`config.mk`:
```
export PLATFORM = sky130hd
export DESIGN_NAME = light_sequencer_flat
export DESIGN_NICKNAME = d
export VERILOG_FILES = /design/src/rtl/light_sequencer_if.sv /design/src/rtl/light_sequencer.sv /design/src/flat_wrapper.sv
export SDC_FILE = /design/constraint.sdc
export NUM_CORES = 1
export LEC_CHECK = 0
export CAP_MARGIN = 20
export CORE_MARGIN = 5
export CORE_UTILIZATION = 49
export DETAILED_ROUTE_END_ITERATION = 6
export PLACE_DENSITY = 0.82
export SLEW_MARGIN = 20
export SYNTH_ARGS = -nofsm -noshare
export SYNTH_HDL_FRONTEND = slang
export SYNTH_SLANG_ARGS = --single-unit
```
`constraint.sdc`:
```
create_clock -name clk -period 4.1 [get_ports clk]
set_clock_uncertainty 0.1 [all_clocks]
set_input_delay 0.82 -clock clk [delete_from_list [all_inputs] [get_ports clk]]
set_output_delay 0.82 -clock clk [all_outputs]
set_load 0.02 [all_outputs]
```
`src/rtl/light_sequencer_if.sv`:
```
// light_sequencer_if
//   Connection between the light sequencer and the time-parameter store.
//   The sequencer selects an interval with interval_code; the store answers
//   with the interval length on time_value one clock later.
//
//   Signals:
//     interval_code  2      interval select: 00 base, 01 ext, 10 yellow
//     time_value     CNT_W  interval length in ticks for the selected code
//
//   Modports:
//     master  the sequencer (drives interval_code, reads time_value)
//     slave   the time-parameter store
interface light_sequencer_if #(
    parameter int CNT_W = 4
) ();

    logic [1:0]       interval_code;
    logic [CNT_W-1:0] time_value;

    modport master (
        output interval_code,
        input  time_value
    );

    modport slave (
        input  interval_code,
        output time_value
    );

endinterface

```
`src/rtl/light_sequencer.sv`:
```
// light_sequencer
//   Traffic light controller for a main road / side road crossing with a
//   pedestrian walk phase. Each state requests an interval length from the
//   time-parameter store, waits two clocks for the value to settle, loads it,
//   and then counts down on tick pulses. On expiry the next state is chosen
//   from the sensor and the latched walk request.
//
//   Ports:
//     clk         system clock, rising edge
//     reset       asynchronous, active-high
//     tick        one-cycle enable; the only event that counts an interval down
//     sensor      side-road vehicle present, sampled on the expiry edge only
//     walk_req    pedestrian button (pulse or level), latched into walk_pend
//     tp          time-parameter store connection (interval_code / time_value)
//     main_light  {red,yellow,green} one-hot, main road
//     side_light  {red,yellow,green} one-hot, side road
//     walk_light  pedestrian walk lamp
//     state_dbg   current state encoding, observation only
module light_sequencer #(
    parameter int CNT_W = 4
) (
    input  logic                     clk,
    input  logic                     reset,
    input  logic                     tick,
    input  logic                     sensor,
    input  logic                     walk_req,
    light_sequencer_if.master        tp,
    output logic [2:0]               main_light,
    output logic [2:0]               side_light,
    output logic                     walk_light,
    output logic [2:0]               state_dbg
);

    typedef enum logic [2:0] {
        MAIN_BASE = 3'd0,
        MAIN_EXT  = 3'd1,
        MAIN_YEL  = 3'd2,
        WALK      = 3'd3,
        SIDE_BASE = 3'd4,
        SIDE_EXT  = 3'd5,
        SIDE_YEL  = 3'd6
    } state_t;

    localparam logic [2:0] LAMP_RED = 3'b100;
    localparam logic [2:0] LAMP_YEL = 3'b010;
    localparam logic [2:0] LAMP_GRN = 3'b001;

    localparam logic [1:0] CODE_BASE = 2'b00;
    localparam logic [1:0] CODE_EXT  = 2'b01;
    localparam logic [1:0] CODE_YEL  = 2'b10;

    localparam logic [1:0] LOAD_WAIT = 2'd2;

    state_t           state_q;
    state_t           state_d;
    logic [1:0]       code_q;
    logic [1:0]       load_pend_q;
    logic [CNT_W-1:0] cnt_q;
    logic             walk_pend_q;

    logic             honoured;
    logic             expire;

    // Interval select requested from the store while in a given state.
    function automatic logic [1:0] code_of(input state_t s);
        logic [1:0] c;
        c = CODE_BASE;
        case (s)
            MAIN_EXT, WALK, SIDE_EXT: c = CODE_EXT;
            MAIN_YEL, SIDE_YEL:       c = CODE_YEL;
            default:                  c = CODE_BASE;
        endcase
        return c;
    endfunction

    // A tick only counts once the interval has been loaded. Expiry fires on
    // the tick that finds the counter at 1 or 0, so a loaded 0 expires on
    // the first honoured tick and the counter never has to go below 0.
    always_comb begin
        honoured = tick && (load_pend_q == 2'd0);
        expire   = honoured && (cnt_q <= CNT_W'(1));
    end

    // Next-state logic: only an expiry moves the FSM.
    always_comb begin
        state_d = state_q;
        if (expire) begin
            case (state_q)
                MAIN_BASE: state_d = sensor ? MAIN_EXT : MAIN_YEL;
                MAIN_EXT:  state_d = MAIN_YEL;
                MAIN_YEL:  state_d = walk_pend_q ? WALK : SIDE_BASE;
                WALK:      state_d = SIDE_BASE;
                SIDE_BASE: state_d = sensor ? SIDE_EXT : SIDE_YEL;
                SIDE_EXT:  state_d = SIDE_YEL;
                SIDE_YEL:  state_d = MAIN_BASE;
                default:   state_d = MAIN_BASE;
            endcase
        end
    end

    // Lamp decode from the current state.
    always_comb begin
        main_light = LAMP_RED;
        side_light = LAMP_RED;
        walk_light = 1'b0;
        case (state_q)
            MAIN_BASE, MAIN_EXT: begin
                main_light = LAMP_GRN;
                side_light = LAMP_RED;
            end
            MAIN_YEL: begin
                main_light = LAMP_YEL;
                side_light = LAMP_RED;
            end
            WALK: begin
                main_light = LAMP_RED;
                side_light = LAMP_RED;
                walk_light = 1'b1;
            end
            SIDE_BASE, SIDE_EXT: begin
                main_light = LAMP_RED;
                side_light = LAMP_GRN;
            end
            SIDE_YEL: begin
                main_light = LAMP_RED;
                side_light = LAMP_YEL;
            end
            default: begin
                main_light = LAMP_RED;
                side_light = LAMP_RED;
            end
        endcase
    end

    always_ff @(posedge clk or posedge reset) begin
        if (reset) begin
            state_q <= MAIN_BASE;
        end else begin
            state_q <= state_d;
        end
    end

    // Interval bookkeeping. interval_code is registered from the next state so
    // it changes on the same edge as the state; time_value follows one clock
    // later and is captured when load_pend steps from 1 to 0.
    always_ff @(posedge clk or posedge reset) begin
        if (reset) begin
            code_q      <= CODE_BASE;
            load_pend_q <= LOAD_WAIT;
            cnt_q       <= '0;
            walk_pend_q <= 1'b0;
        end else begin
            if (expire) begin
                code_q      <= code_of(state_d);
                load_pend_q <= LOAD_WAIT;
            end else if (load_pend_q != 2'd0) begin
                load_pend_q <= load_pend_q - 2'd1;
            end

            if (load_pend_q == 2'd1) begin
                cnt_q <= tp.time_value;
            end else if (honoured && !expire) begin
                cnt_q <= cnt_q - CNT_W'(1);
            end

            // A request arriving on the edge that enters WALK is served by
            // that WALK phase rather than latched for the next round.
            if (expire && (state_d == WALK)) begin
                walk_pend_q <= 1'b0;
            end else begin
                walk_pend_q <= walk_pend_q | walk_req;
            end
        end
    end

    assign tp.interval_code = code_q;
    assign state_dbg        = state_q;

    // Safety: never green/yellow on both roads, lamps always one-hot,
    // and the unused interval code is never requested.
    a_no_conflict: assert property (@(posedge clk) disable iff (reset)
        !((main_light[1] || main_light[0]) && (side_light[1] || side_light[0])));

    a_lamps_onehot: assert property (@(posedge clk) disable iff (reset)
        $onehot(main_light) && $onehot(side_light));

    a_code_legal: assert property (@(posedge clk) disable iff (reset)
        tp.interval_code != 2'b11);

endmodule

```
`src/flat_wrapper.sv`:
```
// flat-port wrapper written by rule: the top's interface ports become plain ports
module light_sequencer_flat 
#(
    parameter int CNT_W = 4
)
  (clk, reset, tick, sensor, walk_req, main_light, side_light, walk_light, state_dbg, tp_interval_code, tp_time_value);
  light_sequencer_if #(.CNT_W(CNT_W)) tp_i ();
  input  logic clk;
  input  logic reset;
  input  logic tick;
  input  logic sensor;
  input  logic walk_req;
  output logic [2:0] main_light;
  output logic [2:0] side_light;
  output logic walk_light;
  output logic [2:0] state_dbg;
  output wire logic [$bits(tp_i.interval_code)-1:0] tp_interval_code;
  input wire logic [$bits(tp_i.time_value)-1:0] tp_time_value;
  assign tp_interval_code = tp_i.interval_code;
  assign tp_i.time_value = tp_time_value;
  light_sequencer #(.CNT_W(CNT_W)) u_core (.clk(clk), .reset(reset), .tick(tick), .sensor(sensor), .walk_req(walk_req), .tp(tp_i), .main_light(main_light), .side_light(side_light), .walk_light(walk_light), .state_dbg(state_dbg));
endmodule
```
==> metrics, run 1 <==
status=complete, no violations; actual slew at the worst max-slew pin=0.480 ns; die height=48.8 um; Final Hold Vio Count=0; DR vias/cell=5.29; VDD IR-drop max=0.401 mV; clock root cell=clkbuf_4; fin nets=111; highest-delay cell along the critical path=clkdlybuf4s50_1; max-slew violation count=0; area leader, netlist=dfrtp_1; sequential share of power=0.313; Row Count=14; leakage power=0.430 nW; Cells after Synth=77; gr usage total=0.122; WP data arrival=1.79 ns; crit-path cells=nor3b_1, clkdlybuf4s50_1; Clk pwr share=0.130; share of flip-flops with an asynchronous set or reset=1.00; met3 routed WL=117 um; DR WL met2=647 um; clock buffer depth=2; TritonCTS clock tree=yes; post-synthesis sequential area ratio=0.409; worst stage delay on the critical path=0.67 ns; Layout Area Growth over Synthesis=31.6%; Initial Util=0.501; sequential cell area=302 sq um; crit path max fanout=11; top layer reached by signal wires=met4; largest net degree at the start of global routing=13; synthesized area per cell=9.57 sq um; H-tree depth=1; Synth Flop Type=dfrtp_1; I/O pin cnt=21; Yosys reg bits=12; Clock Latency Late Sink=0.27 ns; routed len/inst=12.2 um; Yosys cell types=31; setup ws final=1.39 ns; post-route ant nets=0; HPWL after DPL=1.11 mm; Final Cycle Share=0.662; Mapped Area=737 sq um; total CTS buffers=3; first-pass GRT wire length=2.31 mm; Max Fclk=368 MHz; vias in the first global route=549; Max-Slew Margin vs Limit=0.679; multi-input combinational cell area=378 sq um; unrepaired setup endpoints after global routing=false; top-count cell post-synth=dfrtp_1; via count=598; share of cells above drive strength 1=0.0928; top cells by area, synth=dfrtp_1 (37%), ha_1 (6.8%), mux2i_1 (6.8%); Required @ worst endpoint=3.18 ns; Placement Setup Slack=1.68 ns; Buffers on Ports=20; Layout fillers=118; switching power=0.000303 W; CTS Hold Bufs=0; synthesized net count=90; Die ar.=2380 sq um; Hold/Removal Path Class=reg2reg; Crit Path Class=reg2out; Die W=48.8 um; # diodes=0; initial antenna violation count=0; Comb power frac=0.558; final critical-path required period=2.71 ns; global route overflow=0; Starting DRT DRC Count=3; Worst-path clk slew=0.07 ns; Post-synth EDFFs=0; Yosys top cell area share=0.374; Pwr Density=744 nW/um^2; setup TNS=0 ns; met1 wire length=608 um; Final setup viols=0; P_int=0.000418 W; post-cts repair resize count=0; core box area=1470 sq um; Post-CTS Setup Inserts=0; CP Capture Type=output port; startpoint type of the worst setup path=register; drc violations=0; RePlAce Congestion=0.820; DRT Wirelength=1.38 mm; maximum capacitance violations=0; CTS Sinks=12; yosys warns=0; DRT Pass-1 Iters=4; Switching Fraction=0.420; synth cell count leaders=dfrtp_1 (11), inv_1 (9), nor2_1 (6), mux2i_1 (5), nand2_1 (5)
[power groups by stage]
stage          Combinational (W)  Sequential, W   Clock, W
2_1_floorplan           0.000258       0.000237          0
4_1_cts                 0.000408       0.000226  0.0000958
5_1_grt                 0.000445       0.000235   0.000102
3_5_place_dp            0.000407       0.000228          0
3_3_place_gp            0.000397       0.000226          0
6_report                0.000402       0.000226  0.0000935
[layer usage]
metal  up-vias  GRT usage
li1        309          -
met1       267      0.137
met2        20      0.200
met3         2     0.0398
met4         0     0.0673
met5         -          0
[metrics by stage]
step | hold WS (ns) | power [W] | std cells | instance area (sq um) | util
finish | 0.413 | 0.000721 | 113 | 970 | 0.659
global route | 0.439 | 0.000782 | 113 | 970 | 0.659
CTS | 0.419 | 0.000730 | 113 | 970 | 0.659
floorplan | 0.378 | 0.000495 | 77 | 737 | -
global placement | 0.396 | 0.000623 | 109 | 933 | 0.634
detailed placement | 0.406 | 0.000635 | 109 | 933 | 0.634
[area by class of cell]
class	count	share of cell area
multi-input cells	52	0.390
flip-flops and latches	12	0.311
repair buffers	20	0.206
clock buffers	4	0.0374
inverters	9	0.0348
well taps	16	0.0206
[sequential cells by signal, indices dropped and copies added, names as in the netlist]
signal                   cells
u_core.tp.interval_code      2
u_core.state_dbg             3
u_core.cnt_q                 4
u_core.walk_pend_q           1
u_core.load_pend_q           2
[path summary, 6_finish.rpt]
check | end | from | depth (start not counted) | slack [ns]
worst max-delay path | main_light[1] | u_core.state_dbg[1] | 2 | 1.39
worst min-delay path | u_core.load_pend_q[0] | u_core.load_pend_q[0] | 1 | 0.41
worst max register to register | u_core.tp.interval_code[1] | u_core.cnt_q[0] | 5 | 2.19
worst min register to register | u_core.load_pend_q[0] | u_core.load_pend_q[0] | 1 | 0.41
max in group asynchronous | u_core.load_pend_q[1] | reset | 2 | 2.83
min in group asynchronous | u_core.state_dbg[2] | reset | 2 | 0.74
[placed cells by master (no fill, tap or decap), drive strengths merged, types with 3 or more instances in the layout]
master / instances
a2111o: 3
a21oi: 3
clkbuf: 4
clkdlybuf4s50: 20
dfrtp: 11
ha: 4
inv: 9
mux2i: 5
nand2: 5
nor2: 6
nor2b: 3
o21ai: 3
[worst max-delay path, delay by kind of cell, from the launching register on]
kind          cells  cell delay, ns
buf+inv           1            0.67
simple gates      1            0.35
flops             1            0.50
[cell families after synthesis]
kind of cell,share of synthesized area
buf+inv,0.0781
compound gates,0.149
fa+ha+maj,0.0679
mux,0.104
simple gates,0.192
flops,0.409
Power figures use the tool's default switching activity.
==> run 2, diff against run 1 <==
--- a/config.mk
+++ b/config.mk
@@ -7,9 +7,9 @@
 export LEC_CHECK = 0
 export CAP_MARGIN = 20
 export CORE_MARGIN = 5
-export CORE_UTILIZATION = 49
+export CORE_UTILIZATION = 41
 export DETAILED_ROUTE_END_ITERATION = 6
-export PLACE_DENSITY = 0.82
+export PLACE_DENSITY = 0.73
 export SLEW_MARGIN = 20
 export SYNTH_ARGS = -nofsm -noshare
 export SYNTH_HDL_FRONTEND = slang
==> constraint.sdc (replaced) <==
create_clock -name clk -period 2.2 [get_ports clk]
set_clock_uncertainty 0.1 [all_clocks]
set_input_delay 0.44 -clock clk [delete_from_list [all_inputs] [get_ports clk]]
set_output_delay 0.44 -clock clk [all_outputs]
set_load 0.02 [all_outputs]
==> metrics, run 2 (same netlist as run 1, synthesis figures left out) <==
status=complete, no violations; Inst Count DP=120 (+10%); maximum capacitance violations=0 (unchanged); Max-Slew Margin vs Limit=0.669 (-0.0101); reg2reg end=u_core.state_dbg[1]; Switching Fraction=0.425 (+0.00457); H-tree depth=1 (unchanged); Die W=52.4 um (+7.4%); RePlAce Congestion=0.791 (-3.6%); share of cells above drive strength 1=0.131 (+0.0385); # diodes=0 (unchanged); leakage power=0.498 nW (+16%); Placement Setup Slack=0.164 ns (-1.51 ns); Critical Path Start=u_core.state_dbg[2]; Worst-path clk slew=0.07 ns (about the same); Layout Area Growth over Synthesis=37.9%; Die ar.=2750 sq um (+15%); Initial Util=0.427 (-0.0740); fin nets=113 (+1.8%); Clk pwr share=0.126 (-0.004); highest-delay cell along the critical path=clkdlybuf4s50_1; P_int=0.000788 W (+88%); final critical-path required period=2.08 ns; sequential cell area=303 sq um (+0.41%); worst stage delay on the critical path=0.62 ns (-0.05 ns); crit path max fanout=10 (-1); switching power=0.000582 W (+92%); Hold/Removal Path Class=in2async; die height=52.4 um (+7.4%); unrepaired setup endpoints after global routing=false; Post-CTS Setup Inserts=0 (unchanged); crit-path cells=nor2b_1, clkdlybuf4s50_1; initial antenna violation count=0 (unchanged); multi-input combinational cell area=389 sq um (+3.0%); Required @ worst endpoint=1.66 ns (-1.52 ns); Starting DRT DRC Count=5 (+2); drc violations=0 (unchanged); Buffers on Ports=20 (unchanged); DRT Pass-1 Iters=3 (-1); HPWL after DPL=1.14 mm (+2.1%); DR vias/cell=5.13 (-3.1%); Row Count=15 (+1); R2R depth=6 (+1); commonest non-fill, non-tap cell in the layout=clkdlybuf4s50_1; setup ws final=0.121 ns (-1.26 ns); Crit Path Class=reg2out; core box area=1730 sq um (+17%); total CTS buffers=3 (unchanged); sequential share of power=0.305 (-0.008); most frequent cells in the layout=clkdlybuf4s50_1 (14), dfrtp_1 (10), inv_1 (9), nor2_1 (6); worst reg-to-reg setup slack=0.33 ns (-1.86 ns); Pwr Total=0.00137 W (+90%); gr usage total=0.118 (-0.00345); I/O pin cnt=21 (unchanged); post-layout util=0.588 (-0.0706); non-filler cells, final=124 (+9.7%); max-slew violation count=0 (unchanged); vias in the first global route=607 (+11%); VDD IR-drop max=0.686 mV (+71%); clock root cell=clkbuf_4; actual slew at the worst max-slew pin=0.495 ns (+0.0151 ns); Top reg by flops=u_core.cnt_q; WP data arrival=1.54 ns (-0.25 ns); Comb power frac=0.569 (+0.011); Max Fclk=481 MHz; TritonCTS clock tree=yes; clock buffer depth=2 (unchanged); RR Startpoint=u_core.cnt_q[0]; setup TNS=0 ns (unchanged); CP Capture Type=output port; global route overflow=0 (unchanged); Pwr Density=1350 nW/um^2 (+81%); Final setup viols=0 (unchanged); DRT Wirelength=1.51 mm (+8.7%); startpoint type of the worst setup path=register; Final Hold Vio Count=0 (unchanged); post-route ant nets=0 (unchanged); via count=636 (+6.4%); largest net degree at the start of global routing=13 (unchanged); Clock Latency Late Sink=0.27 ns (about the same); Layout fillers=157 (+33%); max reg flops=4 (unchanged); CTS Sinks=12 (unchanged); routed len/inst=12.1 um (-0.90%); Final Cycle Share=0.945; first-pass GRT wire length=2.42 mm (+4.8%)
[run 2: per-stage QoR]
stage	hold slack [ns]	cell area, sq um
2_1_floorplan	0.204	737
3_3_place_gp	0.398	960
3_5_place_dp	0.391	960
4_1_cts	0.388	998
5_1_grt	0.433	1020
6_report	0.376	1020
[run 2: how the worst max path moves through the flow]
stage	to	slack, ns	cells after the start
2_1_floorplan	main_light[2]	0.03	3
3_3_place_gp	main_light[1]	0.22	2
3_5_place_dp	main_light[1]	0.16	2
4_1_cts	walk_light	0.008	3
5_1_grt	side_light[0]	0.04	2
6_report	side_light[0]	0.12	2
[run 2: layer usage]
layer	GRT usage	up-vias	part of all wire
li1	-	313	-
met1	0.121	301	0.41
met2	0.213	20	0.50
met3	0.0427	2	0.077
met4	0.0511	0	0.0053
met5	0	-	0
[run 2: layout make-up]
type / instances / area share
multi-input cells: 52 / 0.383
clock buffers: 4 / 0.0357
inverters: 9 / 0.0333
well taps: 25 / 0.0308
repair buffers: 22 / 0.219
flip-flops and latches: 12 / 0.298
[run 2: what timing repair did]
action,4_1_cts,5_1_grt
endpoints found under the setup margin,3,5
gates cloned,0,0
hold buffers,0,0
resized for setup,3,6
[run 2: worst max-delay path, delay by kind of cell, from the launching register on]
family | cells | cell delay [ns]
buf+inv | 1 | 0.62
flops | 1 | 0.46
simple gates | 1 | 0.19
[run 2: power by group through the flow]
stage,logic (W),clock network (W),registers [W]
after floorplan,0.000480,0,0.000441
after global placement,0.000772,0,0.000406
after detailed placement,0.000791,0,0.000409
after CTS,0.000789,0.000182,0.000407
after global routing,0.000855,0.000191,0.000430
final,0.000780,0.000173,0.000417
